`config.mk`:
```
export PLATFORM = sky130hd
export DESIGN_NAME = mips_bus_bridge
export DESIGN_NICKNAME = d
export VERILOG_FILES = /design/src/rtl/mips_bus_pkg.sv /design/src/rtl/mips_irq_sync.sv /design/src/rtl/mips_bus_bridge.sv
export SDC_FILE = /design/constraint.sdc
export NUM_CORES = 1
export LEC_CHECK = 0
export CORE_MARGIN = 2
export CORE_UTILIZATION = 37
export CTS_BUF_LIST = sky130_fd_sc_hd__clkbuf_4 sky130_fd_sc_hd__clkbuf_8 sky130_fd_sc_hd__clkbuf_16
export DETAILED_ROUTE_END_ITERATION = 12
export HOLD_SLACK_MARGIN = 0.02
export MAX_ROUTING_LAYER = met4
export PLACE_DENSITY_LB_ADDON = 0.1
export SETUP_SLACK_MARGIN = 0.05
export SYNTH_ARGS = -nofsm -noshare
export SYNTH_HDL_FRONTEND = slang
export SYNTH_SLANG_ARGS = --single-unit
```
`constraint.sdc`:
```
create_clock -name clk -period 5 [get_ports clk]
set_clock_uncertainty 0.15 [all_clocks]
set_input_delay 0.75 -clock clk [delete_from_list [all_inputs] [get_ports clk]]
set_output_delay 0.75 -clock clk [all_outputs]
set_load 0.03 [all_outputs]
```
`src/rtl/mips_bus_pkg.sv`:
```
// rtl/mips_bus_pkg.sv - shared types and constants for the mips system-bus bridge
package mips_bus_pkg;

  typedef enum logic [1:0] {
    IDLE   = 2'd0,
    ACCESS = 2'd1,
    RESP   = 2'd2
  } state_t;

  localparam logic [31:0] RDATA_ERR = 32'h0;
  localparam int          HW_INT_W  = 6;

endpackage

```
`src/rtl/mips_irq_sync.sv`:
```
// rtl/mips_irq_sync.sv - two-flop synchroniser for asynchronous level interrupts
module mips_irq_sync #(
  parameter int WIDTH = 2
) (
  input  logic             clk,
  input  logic             reset,
  input  logic [WIDTH-1:0] d,
  output logic [WIDTH-1:0] q
);

  logic [WIDTH-1:0] meta;

  always_ff @(posedge clk or negedge reset) begin
    if (!reset) begin
      meta <= '0;
      q    <= '0;
    end else begin
      meta <= d;
      q    <= meta;
    end
  end

endmodule

```
`src/rtl/mips_bus_bridge.sv`:
```
// rtl/mips_bus_bridge.sv - CPU data port to N_DEV peripheral windows, one transfer in flight
module mips_bus_bridge
  import mips_bus_pkg::*;
#(
  parameter int          N_DEV     = 2,
  parameter logic [31:0] BASE_ADDR = 32'h0000_7F00,
  parameter int          WIN_SIZE  = 16,
  parameter int          TIMEOUT   = 15
) (
  input  logic                  clk,
  input  logic                  reset,
  input  logic                  cpu_req,
  input  logic                  cpu_we,
  input  logic [31:0]           cpu_addr,
  input  logic [31:0]           cpu_wdata,
  input  logic [3:0]            cpu_be,
  output logic [31:0]           cpu_rdata,
  output logic                  cpu_ready,
  output logic                  cpu_err,
  output logic [N_DEV-1:0]      dev_req,
  output logic                  dev_we,
  output logic [$clog2(WIN_SIZE)-1:0] dev_addr,
  output logic [31:0]           dev_wdata,
  output logic [3:0]            dev_be,
  input  logic [32*N_DEV-1:0]   dev_rdata,
  input  logic [N_DEV-1:0]      dev_ack,
  input  logic [N_DEV-1:0]      dev_irq,
  output logic [HW_INT_W-1:0]   hw_int
);

  localparam int OFF_W = $clog2(WIN_SIZE);
  localparam int CNT_W = (TIMEOUT < 2) ? 1 : $clog2(TIMEOUT);
  localparam logic [CNT_W-1:0] CNT_LAST = CNT_W'(TIMEOUT - 1);
  localparam logic [32:0] END_ADDR = {1'b0, BASE_ADDR} + 33'(N_DEV * WIN_SIZE);

  if (N_DEV < 1 || N_DEV > HW_INT_W) begin : g_bad_ndev
    $error("mips_bus_bridge: N_DEV must be 1..6");
  end
  if (WIN_SIZE < 4 || (WIN_SIZE & (WIN_SIZE - 1)) != 0) begin : g_bad_win
    $error("mips_bus_bridge: WIN_SIZE must be a power of two >= 4");
  end
  if (TIMEOUT < 1) begin : g_bad_timeout
    $error("mips_bus_bridge: TIMEOUT must be >= 1");
  end
  if (END_ADDR > 33'h1_0000_0000) begin : g_bad_range
    $error("mips_bus_bridge: device windows run past the top of the address space");
  end

  state_t             state, state_d;
  logic [N_DEV-1:0]   hit_vec;
  logic [N_DEV-1:0]   dev_req_d;
  logic [CNT_W-1:0]   cnt, cnt_d;
  logic [31:0]        rdata_q, rdata_d;
  logic               err_q, err_d;
  logic               latch_req;
  logic               ack_hit;
  logic [31:0]        sel_rdata;
  logic [N_DEV-1:0]   irq_s;

  // Full 33-bit compare so a window ending exactly at 2^32 never wraps.
  for (genvar g = 0; g < N_DEV; g++) begin : g_dec
    localparam logic [32:0] LO = {1'b0, BASE_ADDR} + 33'(g * WIN_SIZE);
    localparam logic [32:0] HI = LO + 33'(WIN_SIZE);
    assign hit_vec[g] = ({1'b0, cpu_addr} >= LO) && ({1'b0, cpu_addr} < HI);
  end

  always_ff @(posedge clk or negedge reset) begin
    if (!reset) state <= IDLE;
    else        state <= state_d;
  end

  always_comb begin
    state_d   = state;
    dev_req_d = dev_req;
    cnt_d     = cnt;
    rdata_d   = rdata_q;
    err_d     = err_q;
    latch_req = 1'b0;
    ack_hit   = |(dev_ack & dev_req);
    sel_rdata = '0;
    for (int i = 0; i < N_DEV; i++) begin
      if (dev_req[i]) sel_rdata = sel_rdata | dev_rdata[32*i +: 32];
    end
    case (state)
      IDLE: begin
        if (cpu_req) begin
          latch_req = 1'b1;
          if (|hit_vec && cpu_addr[1:0] == 2'b00) begin
            dev_req_d = hit_vec;
            cnt_d     = '0;
            state_d   = ACCESS;
          end else begin
            rdata_d = RDATA_ERR;
            err_d   = 1'b1;
            state_d = RESP;
          end
        end
      end
      ACCESS: begin
        if (ack_hit) begin
          rdata_d   = dev_we ? 32'h0 : sel_rdata;
          err_d     = 1'b0;
          dev_req_d = '0;
          state_d   = RESP;
        end else if (cnt == CNT_LAST) begin
          rdata_d   = RDATA_ERR;
          err_d     = 1'b1;
          dev_req_d = '0;
          state_d   = RESP;
        end else begin
          cnt_d = cnt + CNT_W'(1);
        end
      end
      RESP: begin
        // Response registers are cleared on the way out so they read 0 while idle.
        rdata_d = '0;
        err_d   = 1'b0;
        state_d = IDLE;
      end
      default: state_d = IDLE;
    endcase
    cpu_ready = (state == RESP);
    cpu_rdata = rdata_q;
    cpu_err   = err_q;
  end

  always_ff @(posedge clk or negedge reset) begin
    if (!reset) begin
      dev_req   <= '0;
      cnt       <= '0;
      rdata_q   <= '0;
      err_q     <= 1'b0;
      dev_we    <= 1'b0;
      dev_addr  <= '0;
      dev_wdata <= '0;
      dev_be    <= '0;
    end else begin
      dev_req <= dev_req_d;
      cnt     <= cnt_d;
      rdata_q <= rdata_d;
      err_q   <= err_d;
      if (latch_req) begin
        dev_we    <= cpu_we;
        dev_addr  <= cpu_addr[OFF_W-1:0];
        dev_wdata <= cpu_wdata;
        dev_be    <= cpu_be;
      end
    end
  end

  mips_irq_sync #(
    .WIDTH(N_DEV)
  ) u_irq_sync (
    .clk   (clk),
    .reset (reset),
    .d     (dev_irq),
    .q     (irq_s)
  );

  always_comb begin
    hw_int = '0;
    hw_int[N_DEV-1:0] = irq_s;
  end

endmodule

```
==> metrics.md <==
| Metric | Value |
|---|---|
| Reg clk slew, reported paths | `approximately 0.10 ns` |
| Most common cell in the netlist | `dfrtp_1` |
| Nets | `665` |
| Pins Over Slew Limit | `0` |
| FP Rows | `37` |
| Pleak | `0.00240 µW` |
| WP buf/inv | `1` |
| Setup crit start | `dev_req[1]` |
| Initial Util | `37.6%` |
| Post-Synthesis Cell Area | `3820 µm²` |
| Reg2reg start | `dev_req[0]` |
| Area Overhead vs Synth | `63.3%` |
| Die area | `roughly 11000 µm²` |
| Die Wd | `106 µm` |
| Number of global-route vias before repair | `3547` |
| Min-delay src | `u_irq_sync.meta[1]` |
| Crit path max fanout | `36` |
| Number of clock sinks | `86` |
| Setup repair after global routing missed its margin | `no` |
| Worst Hold Class | `reg2reg` |
| First-pass GRT wire length | `17800 µm` |
| Critical Path Source Type | `flip-flop` |
| DR pass1 iterations | `4` |
| Synthesized area per cell | `12.1 µm²` |
| IO buf count | `between 200 and 250` |
| DRC | `0` |
| CP Capture Type | `output pin` |
| Power per cell area | `266 nW/µm²` |
| ANT nets after route | `0` |
| Period minus WS final | `3.20 ns` |
| Synth top area cells | `dfrtp_1, mux2_2, a22oi_1` |
| # hold bufs at CTS | `0` |
| Vias per Instance | `5.21` |
| EDFF count, synth | `0` |
| Vias | `3457` |
| Cells along the critical path | `clkdlybuf4s50_1` |
| CTS Buf Count | `9` |
| Diodes inserted | `0` |
| Placed instance count | `~650` |
| # IOs | `223` |
| Share of post-route cells with drive strength above 1 | `14.0%` |
| Register bit total from synthesis | `86` |
| Cts repair resizes | `0` |
| Worst Path Required | `4.10 ns` |
| Dominant synthesized flop cell | `dfrtp_1` |
| Count of final hold-check violations | `0` |
| Fmax | `roughly 0.31 GHz` |
| Total track usage | `approximately a fifth` |
| Fillers | `851` |
| Worst rel slew slack | `about a quarter` |
| Grt ovf | `0` |
| DP HPWL | `just over 8000 µm` |
| Core box area | `10200 µm²` |
| MaxCap Viol Count | `0` |
| Fin cells | `663` |
| Status | `finished, final reports clean` |
| Largest net degree at the start of global routing | `46` |
| Pin slew with the least headroom to its limit | `1.15 ns` |
| Setup Fix Bufs, Post-CTS | `0` |
| Root Driver | `clkbuf_8` |
| GPL Wtd Cong | `~0.78` |
| Post-synth top area share | `between 50% and 60%` |
| CTS Buffer Depth | `2` |
| Die Height | `106 µm` |
| Setup Viol. Count Final | `0` |
| CP top delay family | `flip-flops` |
| Synth cell count leaders | `dfrtp_1, mux2_2, nand3_1` |
| Synth Instances | `~320` |
| CTS H-Tree Depth | `3` |
| DR iter-0 viols | `162` |
| Tcrit/Tclk final | `64.1%` |
| Critical path's largest stage delay | `1.09 ns` |
| Crit-path slowest cell | `dfrtp_1` |
| Routed wire length | `approximately 11000 µm` |
| CP arrival | `approximately 2.3 ns` |
| Synthesis Warnings | `0` |
| Post-synth ARST share | `100%` |
| TritonCTS clock tree | `done` |
| Dominant cell type by area after synthesis | `dfrtp_1` |
| VDD IR-drop max | `0.163 mV` |
| Setup CP Type | `reg2out` |
| Post-route setup TNS | `0 ns` |
| Unique masters post-synth | `41` |
| Worst skew pair latency | `around 0.35 ns` |
| Routed wire per std cell | `roughly 17 µm` |
| Initial antenna violation count | `0` |
| Sequential share of the synthesized area | `56.3%` |
==> cell usage in the layout (no fill, tap or decap), types with 2 or more instances in the layout <==
cell type,n
clkdlybuf4s50_1,217
dfrtp_1,86
mux2_2,41
nand3_1,38
a22oi_1,33
o22ai_1,28
clkbuf_8,9
nand2_1,6
buf_4,6
o21ai_0,4
o22ai_2,4
conb_1,4
inv_1,3
nor2_1,3
nor4_1,3
o32ai_1,3
nor2b_1,3
inv_6,3
nand2b_1,2
nor3_1,2
nor3_2,2
or4_4,2
nand4b_1,2
nand4_1,2
o41ai_1,2
ha_1,2
==> kinds of logic (layout without fill, tap and decap cells) <==
family | after synthesis | after routing | synth area share [%]
AO/OA/AOI/OAI | 81 | 81 | 15.5
adder cells (fa/ha/maj) | 2 | 2 | 0.654
buffers and inverters | 34 | 241 | 4.48
flip-flops | 86 | 86 | 56.3
multiplexers | 41 | 41 | 12.1
other | 1 | 4 | 0.0980
AND/OR/NAND/NOR | 72 | 72 | 10.9
==> path summary, 6_finish.rpt <==
kind / endpoint / slack [ns] / cells after the start
max: dev_req[1] / 1.80 / 1
min: u_irq_sync.q[1] / 0.21 / 0
max reg2reg: cpu_rdata[7] / 2.00 / 3
min reg2reg: u_irq_sync.q[1] / 0.21 / 0
max in group asynchronous: cpu_rdata[18] / 3.50 / 2
min in group asynchronous: u_irq_sync.q[1] / 0.22 / 1
==> metrics by stage <==
step / hold WS (ns) / cell area [µm²] / utilization (%) / setup WS, ns / total power, µW
after floorplan: 0.181 / 3840 / - / 2.62 / 979
after global routing: 0.227 / 6250 / 61.3 / 1.62 / 1740
final: 0.213 / 6250 / 61.3 / 1.80 / 1660
after global placement: 0.186 / 6070 / 59.6 / 1.97 / 1220
after detailed placement: 0.193 / 6070 / 59.6 / 1.84 / 1230
after CTS: 0.216 / 6250 / 61.3 / 1.80 / 1680
==> power breakdown <==
| group | leakage, µW | total, µW | switching, µW | internal, µW |
|---|---|---|---|---|
| registers | 0.00110 | 774 | 27.2 | 747 |
| logic | 0.00121 | 435 | 202 | 232 |
| clock network | 0.0000886 | 454 | 266 | 188 |
| total | 0.00240 | 1660 | 496 | 1170 |
==> sequential cells by signal, summed over array words and instances, names as in the netlist <==
register and count:
cpu_rdata 32, dev_wdata 32, cnt 4, dev_addr 4, dev_be 4, dev_req 2
state 2, u_irq_sync.meta 2, u_irq_sync.q 2, cpu_err 1, dev_we 1
==> routing by layer <==
layer	up-vias	part of all wire (%)	wire length (µm)	GRT usage [%]
met3	17	7.1	780	3.90
met4	0	1.7	185	6.11
met1	1675	42	4600	25.6
met5	-	0	0	-
met2	159	50	5480	33.7
li1	1606	-	-	-
==> area by class of cell <==
| cell class | instances | area (µm²) | share of cell area (%) |
|---|---|---|---|
| multi-input combinational | 200 | 1520 | 24.3 |
| sequential | 86 | 2150 | 34.5 |
| clock buffer | 9 | 124 | 1.98 |
| clock inverter | 6 | 53.8 | 0.861 |
| inverter | 3 | 11.3 | 0.180 |
| timing repair buffer | 223 | 2220 | 35.5 |
| tap | 136 | 170 | 2.72 |
Note: power is estimated with default switching activity, not from simulation.
